[src/rtl/count_seq_monitor.sv]
// count_seq_monitor
// Watches the count output of an upstream WIDTH-bit binary counter and checks
// that it advances by one (modulo 2**WIDTH) on every enabled cycle and holds
// otherwise. A return to 0 while locked is an upstream restart, not a fault.
// Every output is registered: a count_in sampled at an edge shows up in the
// outputs just after that same edge.
//
// Optional feature: define SEQ_MON_ERRCNT_EN to add the saturating err_cnt
// output (ERR_W bits). When the macro is undefined the port and its logic are
// absent and everything else behaves the same.
module count_seq_monitor #(
  parameter int WIDTH = 3,
  parameter int CYC_W = 8,
  parameter int ERR_W = 4
) (
  input  logic                  clk,
  input  logic                  rst,
  input  logic                  en,
  input  logic [WIDTH-1:0]      count_in,
  input  logic                  clr_fault,
  output logic [2**WIDTH-1:0]   phase,
  output logic                  wrap,
  output logic                  restart,
  output logic [CYC_W-1:0]      cycles,
  output logic                  locked,
  output logic                  err,
  output logic                  fault_sticky
`ifdef SEQ_MON_ERRCNT_EN
  ,
  output logic [ERR_W-1:0]      err_cnt
`endif
);

  localparam int PW = 2**WIDTH;
  localparam logic [WIDTH-1:0] MAX_CNT = {WIDTH{1'b1}};

  typedef enum logic [1:0] {
    SYNC   = 2'd0,
    LOCKED = 2'd1,
    FAULT  = 2'd2
  } state_t;

  // One-hot decode of a count value into the phase strobe vector.
  function automatic logic [PW-1:0] onehot(input logic [WIDTH-1:0] idx);
    logic [PW-1:0] v;
    v      = '0;
    v[idx] = 1'b1;
    return v;
  endfunction

  // Saturating increment for the error counter; sticks at all-ones.
  function automatic logic [ERR_W-1:0] sat_inc(input logic [ERR_W-1:0] c);
    return (c == {ERR_W{1'b1}}) ? c : c + ERR_W'(1);
  endfunction

  state_t           r_state;
  state_t           w_state_nxt;
  logic [WIDTH-1:0] r_prev;
  logic [WIDTH-1:0] w_prev_nxt;
  logic [WIDTH-1:0] w_exp;
  logic [PW-1:0]    r_phase;
  logic [PW-1:0]    w_phase_nxt;
  logic             r_wrap;
  logic             w_wrap;
  logic             r_restart;
  logic             w_restart;
  logic             r_err;
  logic             w_err;
  logic             r_sticky;
  logic             w_sticky_nxt;
  logic [CYC_W-1:0] r_cycles;
  logic [CYC_W-1:0] w_cycles_nxt;

  // Next-state and next-output decision for the sequence checker.
  always_comb begin
    w_state_nxt  = r_state;
    w_prev_nxt   = r_prev;
    w_phase_nxt  = '0;
    w_wrap       = 1'b0;
    w_restart    = 1'b0;
    w_err        = 1'b0;
    w_cycles_nxt = r_cycles;
    w_exp        = en ? (r_prev + WIDTH'(1)) : r_prev;

    case (r_state)
      // SYNC and FAULT both wait for a 0 to (re)acquire the sequence; en is
      // irrelevant here and nothing is flagged while waiting.
      SYNC, FAULT: begin
        if (count_in == '0) begin
          w_state_nxt = LOCKED;
          w_prev_nxt  = '0;
          w_phase_nxt = onehot('0);
        end
      end
      LOCKED: begin
        if (count_in == w_exp) begin
          w_prev_nxt  = count_in;
          w_phase_nxt = onehot(count_in);
          if (en && (r_prev == MAX_CNT) && (count_in == '0)) begin
            w_wrap       = 1'b1;
            w_cycles_nxt = r_cycles + CYC_W'(1);
          end
        end else if (count_in == '0) begin
          // Unexpected 0: upstream counter was restarted, follow it silently.
          w_restart   = 1'b1;
          w_prev_nxt  = '0;
          w_phase_nxt = onehot('0);
        end else begin
          w_err       = 1'b1;
          w_state_nxt = FAULT;
        end
      end
      default: begin
        w_state_nxt = SYNC;
      end
    endcase

    // A new error outranks a simultaneous clear.
    if (w_err) begin
      w_sticky_nxt = 1'b1;
    end else if (clr_fault) begin
      w_sticky_nxt = 1'b0;
    end else begin
      w_sticky_nxt = r_sticky;
    end
  end

  // State, tracked count and registered outputs.
  always_ff @(posedge clk) begin
    if (rst) begin
      r_state   <= SYNC;
      r_prev    <= '0;
      r_phase   <= '0;
      r_wrap    <= 1'b0;
      r_restart <= 1'b0;
      r_err     <= 1'b0;
      r_sticky  <= 1'b0;
      r_cycles  <= '0;
    end else begin
      r_state   <= w_state_nxt;
      r_prev    <= w_prev_nxt;
      r_phase   <= w_phase_nxt;
      r_wrap    <= w_wrap;
      r_restart <= w_restart;
      r_err     <= w_err;
      r_sticky  <= w_sticky_nxt;
      r_cycles  <= w_cycles_nxt;
    end
  end

  assign phase        = r_phase;
  assign wrap         = r_wrap;
  assign restart      = r_restart;
  assign cycles       = r_cycles;
  assign locked       = (r_state == LOCKED);
  assign err          = r_err;
  assign fault_sticky = r_sticky;

`ifdef SEQ_MON_ERRCNT_EN
  logic [ERR_W-1:0] r_err_cnt;

  // Saturating error tally; a clear that coincides with an error leaves 1.
  always_ff @(posedge clk) begin
    if (rst) begin
      r_err_cnt <= '0;
    end else if (clr_fault) begin
      r_err_cnt <= w_err ? ERR_W'(1) : '0;
    end else if (w_err) begin
      r_err_cnt <= sat_inc(r_err_cnt);
    end
  end

  assign err_cnt = r_err_cnt;
`endif

endmodule

[config.mk]
export PLATFORM = sky130hd
export DESIGN_NAME = count_seq_monitor
export DESIGN_NICKNAME = d
export VERILOG_FILES = /design/src/rtl/count_seq_monitor.sv
export SDC_FILE = /design/constraint.sdc
export NUM_CORES = 1
export LEC_CHECK = 0
export BUFFER_PORTS_ARGS = -buffer_cell sky130_fd_sc_hd__buf_2
export CORE_ASPECT_RATIO = 1.4
export CORE_UTILIZATION = 54
export CTS_CLUSTER_SIZE = 8
export DETAILED_ROUTE_END_ITERATION = 8
export GPL_TIMING_DRIVEN = 0
export PLACE_DENSITY = 0.81
export SYNTH_ARGS = -nofsm -noshare
export SYNTH_HDL_FRONTEND = slang
export SYNTH_SLANG_ARGS = --single-unit
[constraint.sdc]
create_clock -name clk -period 4.7 [get_ports clk]
set_clock_uncertainty 0.15 [all_clocks]
set_input_delay 1.41 -clock clk [delete_from_list [all_inputs] [get_ports clk]]
set_output_delay 1.41 -clock clk [all_outputs]
set_load 0.1 [all_outputs]
# After elaboration in Yosys (flattened, before gate mapping)
# Index checks and enable logic that the tools add are counted.
# word_totals
ff_bits,25
input_bits,7
output_inout_bits,21
elab_cells,53
# classes
add_sub_neg,2
order_cmp,2
n_eq_ne,7
muxes,20
bitwise,2
reduce_logical,12
# ops
cell,n
8-bit one-hot mux with 2 select lines,1
1-bit 2-to-1 mux,9
3-bit 2-to-1 mux,3
8-bit by 1-bit adder with 8-bit output (second input constant),1
8-bit 2-to-1 mux,1
2-bit 2-to-1 mux,3
2-bit inequality test (second input constant),3
3-bit one-hot mux with 2 select lines,1
3-bit AND reduction,2
3-bit OR reduction,2
3-bit by 4-bit less-than comparator with 1-bit output (second input constant),1
2-bit one-hot mux with 2 select lines,1
2-bit nonzero test,2
3-bit by 1-bit adder with 3-bit output (second input constant),1
1-bit demux with 3-bit select,1
3-bit equality test,1
3-bit equality test (second input constant),1
3-bit by 1-bit >= comparator with 1-bit output (second input constant),1
1-bit logical AND,3
3-bit zero test,1
2-bit by 1-bit equality test with 1-bit output (second input constant),1
2-bit equality test (second input constant),1
2-bit zero test,1
1-bit inverter,2
2-bit OR reduction,1

# Depth between registers and ports, before layout
# logic_depth
depth_word,6
ltp_mapped,7
ltp_nobuf,7

# Worst setup path before layout
# Ideal clock, no wire load.
# synth_timing
path_type,register to output
startpoint,reg r_state[0]
endpoint,out locked
arrival_time_ns,1.854
required_ns,3.140
setup_slack_ns,1.286
stages_incl_launch_ff,2
n_path_buf,0
cell_sequence,dfxtp_1 -> nor2b_1
# synth_between
elab_chain_cells,1
# synth_lines
element,line_no,rtl
start: declaration,56,state_t r_state;
start signal: assignment,140,r_state <= w_state_nxt;
2-bit by 1-bit equality test with 1-bit output,155,assign locked = (r_state == LOCKED);
end: declaration,25,"output logic locked,"
# No other way between the ends.

# Worst setup path in the final report
# Ends and elaborated chain as after synthesis.

==> results.txt <==
Met2 GRT Util -> 39.3%
Placed Instances -> 157
Die width -> 39.6 µm
CTS Sinks -> 25
Fmax -> 316 MHz
Element type at the critical path start -> flop
Yosys cell types -> 37
Pwr Density -> 278 mW/mm²
R2R Path End -> r_prev[0]
Min-Delay Path Depth -> 2
Starting Density -> 58.7%
Final Hold Vio Count -> 0
Setup Viol. Count Final -> 0
CTS buffer count -> 3
Hold EP -> cycles[6]
Die footprint -> 0.00217 mm²
R2R Path Start -> r_prev[0]
Pins over their slew limit -> 0
Data arrival, critical path -> 1610 ps
Leak pwr -> 0.522 nW
Post CTS Setup Buffer Count -> 0
Die Ht -> 54.7 µm
Grt peak-use layer -> met2
Clock-pin slew on the worst setup and hold paths -> 140 ps
Post-DP HPWL -> 1.56 mm
First-pass DRT Iterations -> 4
DRC -> 0
Syn nets -> 124
Worst reg2reg setup slack -> 2320 ps
Cell taking the most area after synthesis -> dfxtp_1
Synthesized area -> 0.00107 mm²
Worst vdd ir -> 0.253 mV
Post-Route WL -> 2.09 mm
Max Cap Viol -> 0
Met3 Usage GRT -> 4.07%
Via count -> 908
Required time of the critical path -> 3140 ps
Initial DRC Count -> 9
Fin crit share -> 67.4%
Crit Path Category -> flop to primary output
Layout cells sized above 1 -> 24.1%
Gpl congestion -> 0.756
Status -> complete, no violations
Crit. End Element -> primary output
Place WS -> 1420 ps
# nets final -> 152
CTS tree -> yes
Slew Limit Headroom -> 59.3%
Largest net degree at the start of global routing -> 16
Port Buffers -> 23
H-tree depth -> 1
Finished Layout Cells -> 161
Worst-Margin Slew -> 595 ps
Main synth FF type -> dfxtp_1
Synth top area share -> 46.7%
Ant diodes -> 0
GRT Resource Usage Total -> 22.5%
Site Rows -> 18
CP Max Fanout -> 6
Synth area leaders -> dfxtp_1, nor2_1, a21oi_1
First-pass GRT wire length -> 3.34 mm
M1 GR Usage -> 25.4%
Congestion Overflow GR -> 0
Core area -> 0.00182 mm²
Power, Total -> 0.345 mW
Clk_lat worst skew -> 330 ps
EDFF count, synth -> 0
Initial antenna violation count -> 0
Post-DR wirelength/cell -> 13.0 µm
Synth Area per Inst -> 9.39 µm²
RSZ-0062 raised after global routing -> false
Post-synthesis sequential area ratio -> 46.7%
IO Pins -> 28
Hold_buf cts -> 0
PostCTS Resize Cnt -> 0
Fin Setup TNS -> 0 ps
Yosys warns -> 0
HP Start -> cycles[6]
Antenna-violating nets left -> 0
Hold slack -> 367 ps
Area grow syn2layout -> 15.9%
Mapped Cells -> 114
CTS max path bufs -> 2
Avg Vias per Cell -> 5.64
Clock root buffer master -> clkbuf_4
Final Critical Period -> 3170 ps
Cells on worst reg2reg path -> 7
Hold crit path type -> flop to flop
Vias in the first global route -> 811
Final worst slack -> 1530 ps
Async set-reset flop share out of synthesis -> 0%
Register bit total from synthesis -> 25
cell type report:
class                   instances  area, µm²
fillers                       147        583
multi-input cells              82        536
flip-flops and latches         25        500
repair buffers                 23        115
plain buffers                   5       27.5
well taps                      20       25.0
clock buffers                   3       22.5
clock inverters                 1       7.51
inverters                       2       7.51
kinds of logic after synthesis:
kind of cell | share of synthesized area, %
compound gates | 15.7
xor+xnor | 4.79
fa+ha+maj | 3.51
buf+inv | 3.27
flops | 46.7
mux | 1.87
simple gates | 24.2
where the power goes:
group	leakage [nW]	internal, mW	total (mW)	switching (mW)
combinational	0.307	0.00826	0.0293	0.0211
clock	0.0139	0.0326	0.101	0.0683
sequential	0.202	0.213	0.214	0.000983
total	0.522	0.254	0.345	0.0904
state kept, by name (all words and copies together), names as in the netlist:
register,cells
cycles,8
phase,8
r_prev,3
r_state,2
err,1
fault_sticky,1
restart,1
wrap,1
worst max path at each step:
stage	endpoint	from	slack (ps)	depth (start not counted)
6_report	locked	r_state[0]	1530	2
5_1_grt	locked	r_state[0]	1450	2
4_1_cts	locked	r_state[0]	1560	2
3_5_place_dp	cycles[4]	count_in[2]	1420	6
3_3_place_gp	cycles[1]	count_in[1]	1450	6
2_1_floorplan	locked	r_state[0]	1290	1
stage by stage:
| stage | util, % | cell area [µm²] |
|---|---|---|
| 2_1_floorplan | - | 1070 |
| 3_3_place_gp | 66.4 | 1210 |
| 3_5_place_dp | 66.4 | 1210 |
| 4_1_cts | 68.0 | 1240 |
| 5_1_grt | 68.0 | 1240 |
| 6_report | 68.0 | 1240 |
placed cells by master, fill, tap and decap left out, drive strengths merged, types with 2 or more instances in the layout:
master	instances
a211oi	2
a21o	2
a21oi	8
a32o	2
buf	26
clkbuf	5
dfxtp	25
ha	3
inv	2
mux2i	2
nand2	7
nand2b	2
nand3	5
nand4	2
nor2	11
nor2b	4
nor3	7
o21ai	5
or3	4
xnor2	3
xor2	2
Yosys cell counts, types with 3 or more instances:
cell and number:
nand2_1 7, nand3_1 5, o21ai_0 5, nor2b_1 4, xnor2_1 3, ha_1 3
or3_1 3, nor2_1 11, dfxtp_1 25, a21oi_1 8, nor3_1 6
per-layer routing:
layer	part of all wire (%)	up-vias
met5	0	-
met3	3.5	5
li1	-	462
met4	1.8	0
met1	46	418
met2	49	23
worst max-delay path, cell delays in order (launching register included):
cell	delay, ps
dfxtp_1	440
nor2b_1	340
buf_2	500
Note: power is estimated with default switching activity, not from simulation.
